File: src/rtl/ins_fetch_ctrl.sv
// ins_fetch_ctrl: instruction fetch FSM with a single 4-word line buffer.
// Define IFETCH_LINE_REUSE_EN to serve redirects that land in the buffered line without refetching.
module ins_fetch_ctrl #(
  parameter logic [31:0] RESET_PC = 32'h0000_0000
) (
  input  logic         clk,
  input  logic         rstn,
  input  logic         iSIG_PCSrc,
  input  logic [31:0]  iaddr4branch,
  input  logic         istall,
  output logic         omem_req,
  output logic [31:0]  omem_addr,
  input  logic         imem_ack,
  input  logic [127:0] imem_in,
  output logic [31:0]  oins,
  output logic         oins_valid,
  output logic [31:0]  opc
);
  typedef enum logic [1:0] {IDLE, FILL, DRAIN, SERVE} state_t;
  state_t       r_state, w_state_nxt;
  logic [31:0]  r_pc, r_addr, w_pc_nxt;
  logic [127:0] r_line;
  logic         w_fill_done, w_consume, w_reuse;
  assign w_fill_done = (r_state == FILL) && imem_ack && !iSIG_PCSrc;
  assign w_consume   = (r_state == SERVE) && !istall && !iSIG_PCSrc;
  assign w_pc_nxt    = iSIG_PCSrc ? (iaddr4branch & 32'hFFFF_FFFC) : w_consume ? r_pc + 32'd4 : r_pc;
`ifdef IFETCH_LINE_REUSE_EN
  logic [27:0] r_tag;
  logic        r_line_valid;
  assign w_reuse = r_line_valid && (iaddr4branch[31:4] == r_tag);
  always_ff @(posedge clk or negedge rstn)
    if (!rstn) begin
      r_tag        <= '0;
      r_line_valid <= 1'b0;
    end else if (w_fill_done) begin
      r_tag        <= r_pc[31:4];
      r_line_valid <= 1'b1;
    end
`else
  assign w_reuse = 1'b0;
`endif
  always_comb begin
    w_state_nxt = r_state;
    case (r_state)
      IDLE:  w_state_nxt = FILL;
      FILL:  w_state_nxt = iSIG_PCSrc ? (imem_ack ? FILL : DRAIN) : (imem_ack ? SERVE : FILL);
      DRAIN: w_state_nxt = imem_ack ? FILL : DRAIN;
      SERVE: w_state_nxt = iSIG_PCSrc ? (w_reuse ? SERVE : FILL)
                                      : ((w_consume && r_pc[3:2] == 2'd3) ? FILL : SERVE);
    endcase
  end
  // DRAIN keeps the address of the request still in flight; otherwise it follows the next pc
  always_ff @(posedge clk or negedge rstn)
    if (!rstn) begin
      r_state <= IDLE;
      r_pc    <= RESET_PC;
      r_addr  <= {RESET_PC[31:4], 4'b0};
      r_line  <= '0;
    end else begin
      r_state <= w_state_nxt;
      r_pc    <= w_pc_nxt;
      r_addr  <= (w_state_nxt == DRAIN) ? r_addr : {w_pc_nxt[31:4], 4'b0};
      if (w_fill_done) r_line <= imem_in;
    end
  assign omem_req   = (r_state == FILL) || (r_state == DRAIN);
  assign omem_addr  = r_addr;
  assign oins       = r_line[{r_pc[3:2], 5'd0} +: 32];
  assign oins_valid = (r_state == SERVE);
  assign opc        = r_pc;
endmodule
File: config.mk
export PLATFORM = sky130hd
export DESIGN_NAME = ins_fetch_ctrl
export DESIGN_NICKNAME = d
export VERILOG_FILES = /design/src/rtl/ins_fetch_ctrl.sv
export SDC_FILE = /design/constraint.sdc
export NUM_CORES = 1
export LEC_CHECK = 0
export BUFFER_PORTS_ARGS = -buffer_cell sky130_fd_sc_hd__buf_2
export CORE_MARGIN = 1
export CORE_UTILIZATION = 40
export DETAILED_ROUTE_END_ITERATION = 8
export PLACE_DENSITY_LB_ADDON = 0.3
export SLEW_MARGIN = 20
export SYNTH_ARGS = -nofsm -noshare
export SYNTH_HDL_FRONTEND = slang
export SYNTH_SLANG_ARGS = --single-unit
export TNS_END_PERCENT = 1
File: constraint.sdc
create_clock -name clk -period 2.1 [get_ports clk]
set_input_delay 0 -clock clk [delete_from_list [all_inputs] [get_ports clk]]
set_output_delay 0 -clock clk [all_outputs]
set_load 0.03 [all_outputs]
# Word-level counts from Yosys, hierarchy flattened
# Index checks and enable logic that the tools add are counted.
dict set report word_totals {
  reg_bits 190
  input_bits 165
  out_inout_bits 98
  elab_cells 30
}
dict set report op_classes {
  n_addsub 1
  eq_ne 5
  n_shift 1
  mux 8
  n_reduce_logical 10
}
# op n
set op_table {}
lappend op_table {{variable part select 128 x 8 -> 32 bit} 1}
lappend op_table {{2-to-1 mux 32 bit} 2}
lappend op_table {{adder 32 x 3 -> 32 bit, second input constant} 1}
lappend op_table {{2-to-1 mux 2 bit} 5}
lappend op_table {{equality test 2 bit, second input constant} 4}
lappend op_table {{one-hot mux 2 bit (4 select lines)} 1}
lappend op_table {{logical AND 1 bit} 5}
lappend op_table {{equality test 2 x 1 -> 1 bit, second input constant} 1}
lappend op_table {{logical NOT 1 bit} 2}
lappend op_table {{logical NOT 2 bit} 1}
lappend op_table {{nonzero test 2 bit} 1}
lappend op_table {{logical OR 1 bit} 1}

# Longest topological paths before layout
# Gate-level depths: netlist (run 1).
dict set report depth {
  word_depth 8
  depth_mapped 9
  ltp_nobuf 7
}

# Least setup slack after synthesis (run 1)
# Ideal clock, no wire load.
dict set report synth_path {
  path_kind {flip-flop to flip-flop}
  start {reg r_state[0]}
  end {reg r_addr[18], in the netlist omem_addr[18]}
  setup_time_ps 125
  t_arrival_ps 1998
  t_required_ps 1975
  setup_slack_ps -23
  path_stages_with_launch 8
  n_path_buf 1
  synth_period_minus_slack_ps 2123
  cell_sequence {dfrtp_1 > ha_1 > and4bb_1 > buf_6 > nand4_4 > o31a_1 > o31a_1 > mux2_2}
}
dict set report synth_between {
  word_cells_on_any_way 13
  classes_between {4 x eq/ne; 5 x mux; 4 x reduce/logical}
}
# element line_no
set synth_rtl {}
lappend synth_rtl {{start: declaration} 20} ;# state_t r_state, w_state_nxt;
lappend synth_rtl {{start signal: assignment} 60} ;# r_state <= w_state_nxt;
lappend synth_rtl {{equality test 2 bit} -}
lappend synth_rtl {{via oins_valid} 16} ;# output logic oins_valid,
lappend synth_rtl {{logical AND 1 bit (2 in series)} 25} ;# assign w_consume = (r_state == SERVE) && !istall && !iSIG_PCSrc;
lappend synth_rtl {{2-to-1 mux 32 bit (2 in series)} 26} ;# assign w_pc_nxt = iSIG_PCSrc ? (iaddr4branch & 32'hFFFF_FFFC) : w_consume ? r_pc + 32'd4 : r_pc;
lappend synth_rtl {{via w_pc_nxt[18]} 21} ;# logic [31:0] r_pc, r_addr, w_pc_nxt;
lappend synth_rtl {{end signal: assignment} 57} ;# r_addr <= {RESET_PC[31:4], 4'b0};
lappend synth_rtl {{end signal: assignment} 62} ;# r_addr <= (w_state_nxt == DRAIN) ? r_addr : {w_pc_nxt[31:4], 4'b0};
lappend synth_rtl {{end: declaration} 21}
# The timed path passes the listed nets, and every way through them passes these cells. The select of a mux whose other input is x is not followed.
# A chain may end at the register's enable or synchronous reset.

# Final worst setup path (run 1)
dict set report layout_path {
  start {reg r_state[1]}
  end {reg r_addr[29], in the netlist omem_addr[29]}
}
dict set report layout_between {
  word_cells_on_any_way 13
  classes_between {4 x eq/ne; 5 x mux; 4 x reduce/logical}
}
# element line_no
set layout_rtl {}
lappend layout_rtl {{equality test 2 bit} 25}
lappend layout_rtl {{logical AND 1 bit (2 in series)} 25}
lappend layout_rtl {{2-to-1 mux 32 bit (2 in series)} 26}
lappend layout_rtl {{via w_pc_nxt[29]} 21}
# The timed path passes the listed nets, and every way through them passes these cells. The select of a mux whose other input is x is not followed.

==> out/results.ini, run 1 <==
[outcome]
outcome = finished with violations
violations = negative setup slack

[clocking]
clkSinkCount = 188
htree_levels = 4
cts_tree = done
cts_made_buffers = 17
worstSkewPairLatency_ns = 0.43
root_buffer = clkbuf_16
clkTransAtPathRegs_ns = 0.08
ctsLongestPathBuffers = 2

[worst_setup_path]
required_ns = 2.43
crit_chain = ha_4, buf_4, and4bb_2, buf_6, and4_1, nor4b_1, a221o_1, mux2_2
path_max_fanout = 7
cp-start-kind = flop
cp_slowest_cell = dfrtp_1
end_kind = flop
cpPeakStageDelay_ns = 0.43
cp.arrival_ns = 2.44
critPathKind = reg2reg

[floorplan]
die_y_um = 149
ios = 263
core_um2 = 21200
rows = 53
die_area_um2 = 22300
initial_core_util_pct = 41.0
die_w_um = 149

[detailed_routing]
wirelength_um = 24500
ant_nets = 0
vias_per_cell = 5.14
drc_errors = 0
vias = 6972
avgRoutedWirePerCell_um = 18.0
dr.pass1.iters = 5
drt_iter0_drc = 317

[yosys]
synthTopCellsByCount = 188 x dfrtp_1, 145 x mux2_2, 32 x mux4_2
synth_area_um2 = 8680
synthArstFlopShare_pct = 100
synth.largest_area_cell = dfrtp_1
netlist_instances = 630
avgSynthCellArea_um2 = 13.8
synth_cell_types = 45
yosys_warnings = 0
synth_ff_type = dfrtp_1
synth-seq-cells = 188
synth.area.top_cells = dfrtp_1 54%, mux2_2 19%, mux4_2 8.3%, xor2_1 1.4%, buf_2 1.3%
synth_top_area_share_pct = 54.2
yosys.cell_count.top_type = dfrtp_1
ys_seq_area_share_pct = 54.2
synth-edff-count = 0

[placement]
portBuffers = 254
preCtsSetupSlack_ns = -0.238
gp_congestion = 0.836
postPlaceCellArea_um2 = 10500
dp_hpwl_um = 15800

[final_layout]
design_area_um2 = 12900
nNetsFinal = 1238
syn_to_final_growth_pct = 48.2
drive_gt1_share_pct = 49.2

[sta]
slew_viol_final = 0
fin_skew_ns = 0.0142
worst_slew_pin_slew_ns = 0.603
setup_slack_ns = -0.0126
rsz0062_at_grt = yes
tns_ns = -0.0137
timing.fmax_mhz = 473
finalCritPeriodShare_pct = 101
slew_headroom_pct = 59.8
min_period_ns = 2.11
setup_viol = 2
hold_viol = 0

[global_routing]
track_usage_pct = 22.3
grt_overflow = 0
first_global_vias = 7327
antenna_found_initial = 1
grt_max_degree = 69
grt_pass1_wl_um = 37800

[pwr]
vdd_drop_max_mv = 0.610
p_per_area_nw_per_um2 = 1210
p_leak_nw = 5.81
power.total_mw = 15.6

[run]
cap_viol_max_count = 0

[min_path]
holdCritPathClass = in2reg

routing by layer:
| metal | GRT usage (%) | share of wire (%) | vias up |
|---|---|---|---|
| li1 | - | - | 3188 |
| met1 | 27.0 | 39 | 3461 |
| met2 | 37.6 | 51 | 266 |
| met3 | 5.05 | 6.1 | 57 |
| met4 | 10.6 | 3.6 | 0 |
| met5 | 0 | 0 | - |
critical path: cells and delay by family, from the launching register on:
family | cells | cell delay [ns]
flops | 1 | 0.43
compound gates | 1 | 0.28
buf+inv | 2 | 0.27
fa+ha+maj | 1 | 0.19
mux | 1 | 0.26
simple gates | 3 | 0.58
sequential cells by signal, summed over array words and instances, names as in the netlist:
name / cells
opc: 30
omem_addr: 28
r_line: 128
r_state: 2
power breakdown:
group	internal [mW]	switching [mW]
Combinational	3.04	3.28
Sequential	5.14	0.845
Clock	1.64	1.63
final cells by class:
| type | count | area (um2) |
|---|---|---|
| Sequential cell | 188 | 4710 |
| Multi-Input combinational cell | 393 | 3830 |
| Inverter | 10 | 37.5 |
| Clock inverter | 14 | 160 |
| Fill cell | 1657 | 8290 |
| Clock buffer | 18 | 439 |
| Antenna cell | 2 | 5.00 |
| Tap cell | 275 | 344 |
| Timing Repair Buffer | 457 | 3330 |
timing repair:
action / in CTS / in global routing
setup buffers: 1 / 1
setup endpoints to repair: 61 / 46
pin swaps: 0 / 8
gates cloned: 0 / 0
hold endpoints to repair: 245 / 0
hold buffers: 160 / 0
resized for setup: 5 / 22
logic make-up (layout without fill, tap and decap cells):
logic type,count (synthesis),after routing,synth area share [%]
AOI/OAI and AO/OA,47,47,3.81
xor gates and xnor gates,21,21,2.12
adders and majority gates,6,6,0.865
other,1,8,0.0432
buffers and inverters,54,499,3.09
and+or+nand+nor,134,134,8.52
DFF,188,188,54.2
muxes,179,179,27.4
per-stage QoR:
step                std cells  hold slack, ns  utilization [%]
finish                   1357          0.0572             60.8
global route             1356          0.0610             60.8
CTS                      1354          0.0431             60.2
detailed placement       1161          0.0720             49.7
global placement         1161          0.0657             49.7
floorplan                 635          -0.296                -
final timing paths:
path                                     startpoint                        end  slack [ns]  cells past startpoint
max reg2reg                    r_state[1]$_DFF_PN0_  omem_addr[29]$_DFFE_PN0P_       -0.01                      8
min                                          istall         opc[3]$_DFFE_PN0P_        0.06                      4
max in group asynchronous                      rstn         opc[2]$_DFFE_PN0P_        1.31                      3
min in group asynchronous                      rstn          opc[27]$_DFF_PN0_        0.15                      2
max                            r_state[1]$_DFF_PN0_  omem_addr[29]$_DFFE_PN0P_       -0.01                      8
min reg2reg                omem_addr[8]$_DFFE_PN0P_   omem_addr[8]$_DFFE_PN0P_        0.49                      2
cell usage in the layout, fill, tap and decap left out, drive strengths merged, types with 2 or more instances in the layout:
cell type	n
diode	2
and4	9
xnor2	7
conb	6
mux4	32
clkbuf	19
nor2	20
clkinv	5
and4bb	2
dlygate4sd3	160
inv	18
nor2b	4
dfrtp	188
a221o	7
nand3	16
nor4	5
mux2	146
ha	6
o31a	3
o21ai	13
nand4	13
buf	296
nand2b	3
nand2	28
a211oi	9
and3	9
xor2	14
and2	5
nor3	17
a21oi	8
Note: power is estimated with default switching activity, not from simulation.
==> inputs of run 2 (changes only) <==
--- a/config.mk
+++ b/config.mk
@@ -5,11 +5,14 @@
 export SDC_FILE = /design/constraint.sdc
 export NUM_CORES = 1
 export LEC_CHECK = 0
+export ABC_CLOCK_PERIOD_IN_PS = 2100
 export BUFFER_PORTS_ARGS = -buffer_cell sky130_fd_sc_hd__buf_2
 export CORE_MARGIN = 1
 export CORE_UTILIZATION = 40
+export CTS_CLUSTER_SIZE = 20
 export DETAILED_ROUTE_END_ITERATION = 8
 export PLACE_DENSITY_LB_ADDON = 0.3
+export SETUP_SLACK_MARGIN = 0.3
 export SLEW_MARGIN = 20
 export SYNTH_ARGS = -nofsm -noshare
 export SYNTH_HDL_FRONTEND = slang
==> run 2 against run 1 <==
Net effect: largest power group unchanged; the run now ends clean; count of clock-buffer cells in the layout is 1 lower; routed wire length is 2.9% lower; highest routed layer unchanged; setup slack better by 0.098 ns; non-clock buffer count is 3 higher; critical endpoint is now omem_addr[30]$_DFFE_PN0P_.
==> out/results.ini, run 2 (same netlist as run 1, synthesis figures left out) <==
[outcome]
outcome = finished clean

[clocking]
root_buffer = clkbuf_16
worstSkewPairLatency_ns = 0.44
cts_tree = done
cts_made_buffers = 17
htree_levels = 4
ctsLongestPathBuffers = 2
clkTransAtPathRegs_ns = 0.08
clkSinkCount = 188

[detailed_routing]
drt_iter0_drc = 263
wirelength_um = 23800
vias = 6986
ant_nets = 0
avgRoutedWirePerCell_um = 17.5
vias_per_cell = 5.13
drc_errors = 0
dr.pass1.iters = 5

[sta]
timing.fmax_mhz = 496
hold_ws_ns = 0.0333
setup_viol = 0
slew_headroom_pct = 64.2
worst_slew_pin_slew_ns = 0.537
tns_ns = 0
fin_skew_ns = 0.0154
min_period_ns = 2.01
hold_viol = 0
rsz0062_at_grt = yes
slew_viol_final = 0
finalCritPeriodShare_pct = 95.9

[floorplan]
rows = 53
initial_core_util_pct = 41.0
die_y_um = 149
die_w_um = 149
die_area_um2 = 22300
core_um2 = 21200
ios = 263

[final_layout]
design_area_um2 = 12900
final_core_util_pct = 60.8
nNetsFinal = 1241
multi_input_area_um2 = 3790
largest_register_ffs = 128
syn_to_final_growth_pct = 48.2
final_common_cell = buf_2
layout_common_cells = 253 x buf_2, 186 x dfrtp_1, 159 x dlygate4sd3_1
fillers = 1615
regArea_um2 = 4710
registers.top_by_ff_count = r_line
fin_cells = 1362
drive_gt1_share_pct = 48.7

[pwr]
p_clk_share_pct = 21.5
p_leak_nw = 5.82
netSwitchingFraction_pct = 36.5
power_switching_mw = 5.74
p_comb_share_pct = 40.5
power_frac_seq_pct = 38.0
vdd_drop_max_mv = 0.672
power_report.internal_total_mw = 9.98
p_per_area_nw_per_um2 = 1220

[global_routing]
grt_pass1_wl_um = 37700
first_global_vias = 7382
grt_max_degree = 61
antenna_found_initial = 1
grt_overflow = 0
track_usage_pct = 22.1

[worst_setup_path]
end_kind = flop
critPathKind = reg2reg
crit_chain = inv_1, ha_1, a222oi_1, buf_4, nor2_4, bufbuf_16, a221o_1
cp_slowest_cell = dfrtp_1
required_ns = 2.42
cpPeakStageDelay_ns = 0.41
cp.arrival_ns = 2.33
path_max_fanout = 10
reg2reg_depth = 7
cp-start-kind = flop

[placement]
dp.cells = 1158
postPlaceCellArea_um2 = 10500
dp_hpwl_um = 15700
portBuffers = 254
gp_congestion = 0.839

[run]
cap_viol_max_count = 0

[min_path]
holdCritPathClass = in2reg
hold_path_depth = 4

==> run 2: power groups by stage <==
stage | clock network, mW | logic [mW] | registers (mW)
floorplan | 0 | 3.94 | 6.25
global placement | 0 | 5.84 | 5.92
detailed placement | 0 | 5.96 | 6.00
CTS | 3.45 | 6.36 | 5.94
global route | 3.59 | 6.77 | 6.16
finish | 3.39 | 6.36 | 5.97
==> run 2: repair_timing <==
| action | in CTS | in global routing |
|---|---|---|
| setup endpoints to repair | 97 | 192 |
| hold buffers | 159 | 0 |
| gates resized for setup | 4 | 3 |
| hold endpoints to repair | 283 | 0 |
| gates cloned | 1 | 0 |
| pin swaps | 7 | 3 |
| setup buffers | 5 | 3 |
==> run 2: critical path, delay by kind of cell, from the launching register on <==
family	cells	cell delay [ns]
fa+ha+maj	1	0.23
buf+inv	3	0.55
flops	1	0.41
compound gates	2	0.67
simple gates	1	0.05
==> run 2: metrics by stage <==
stage                     worst slack, ns  total power [mW]
final                              0.0853              15.7
after global routing               0.0189              16.5
after detailed placement          0.00827              12.0
after floorplan                     0.133              10.2
after global placement             0.0701              11.8
after CTS                          0.0802              15.8
==> run 2: worst paths after layout <==
kind	startpoint	end	slack (ns)
setup / recovery	r_state[0]$_DFF_PN0_	omem_addr[30]$_DFFE_PN0P_	0.09
hold / removal	istall	opc[2]$_DFFE_PN0P_	0.03
setup reg to reg	r_state[0]$_DFF_PN0_	omem_addr[30]$_DFFE_PN0P_	0.09
hold reg to reg	omem_addr[20]$_DFFE_PN0P_	omem_addr[20]$_DFFE_PN0P_	0.50
max in group asynchronous	rstn	omem_addr[9]$_DFFE_PN0P_	1.24
min in group asynchronous	rstn	omem_addr[26]$_DFFE_PN0P_	0.09
==> run 2: final cells by class <==
class	count	area share [%]
multi-input cells	393	29.4
inverters	10	0.292
well taps	275	2.67
clock buffers	17	3.31
repair buffers	460	26.0
clock inverters	15	1.64
flip-flops and latches	188	36.6
diodes	4	0.0778
==> run 2: routing by layer <==
layer	vias up	GRT usage, %	share of wire (%)	wire length [um]
met5	-	0	0	0
met4	0	9.54	3.1	739
met3	49	4.80	5.6	1340
met2	232	37.6	52	12300
met1	3508	26.9	40	9440
li1	3197	-	-	-
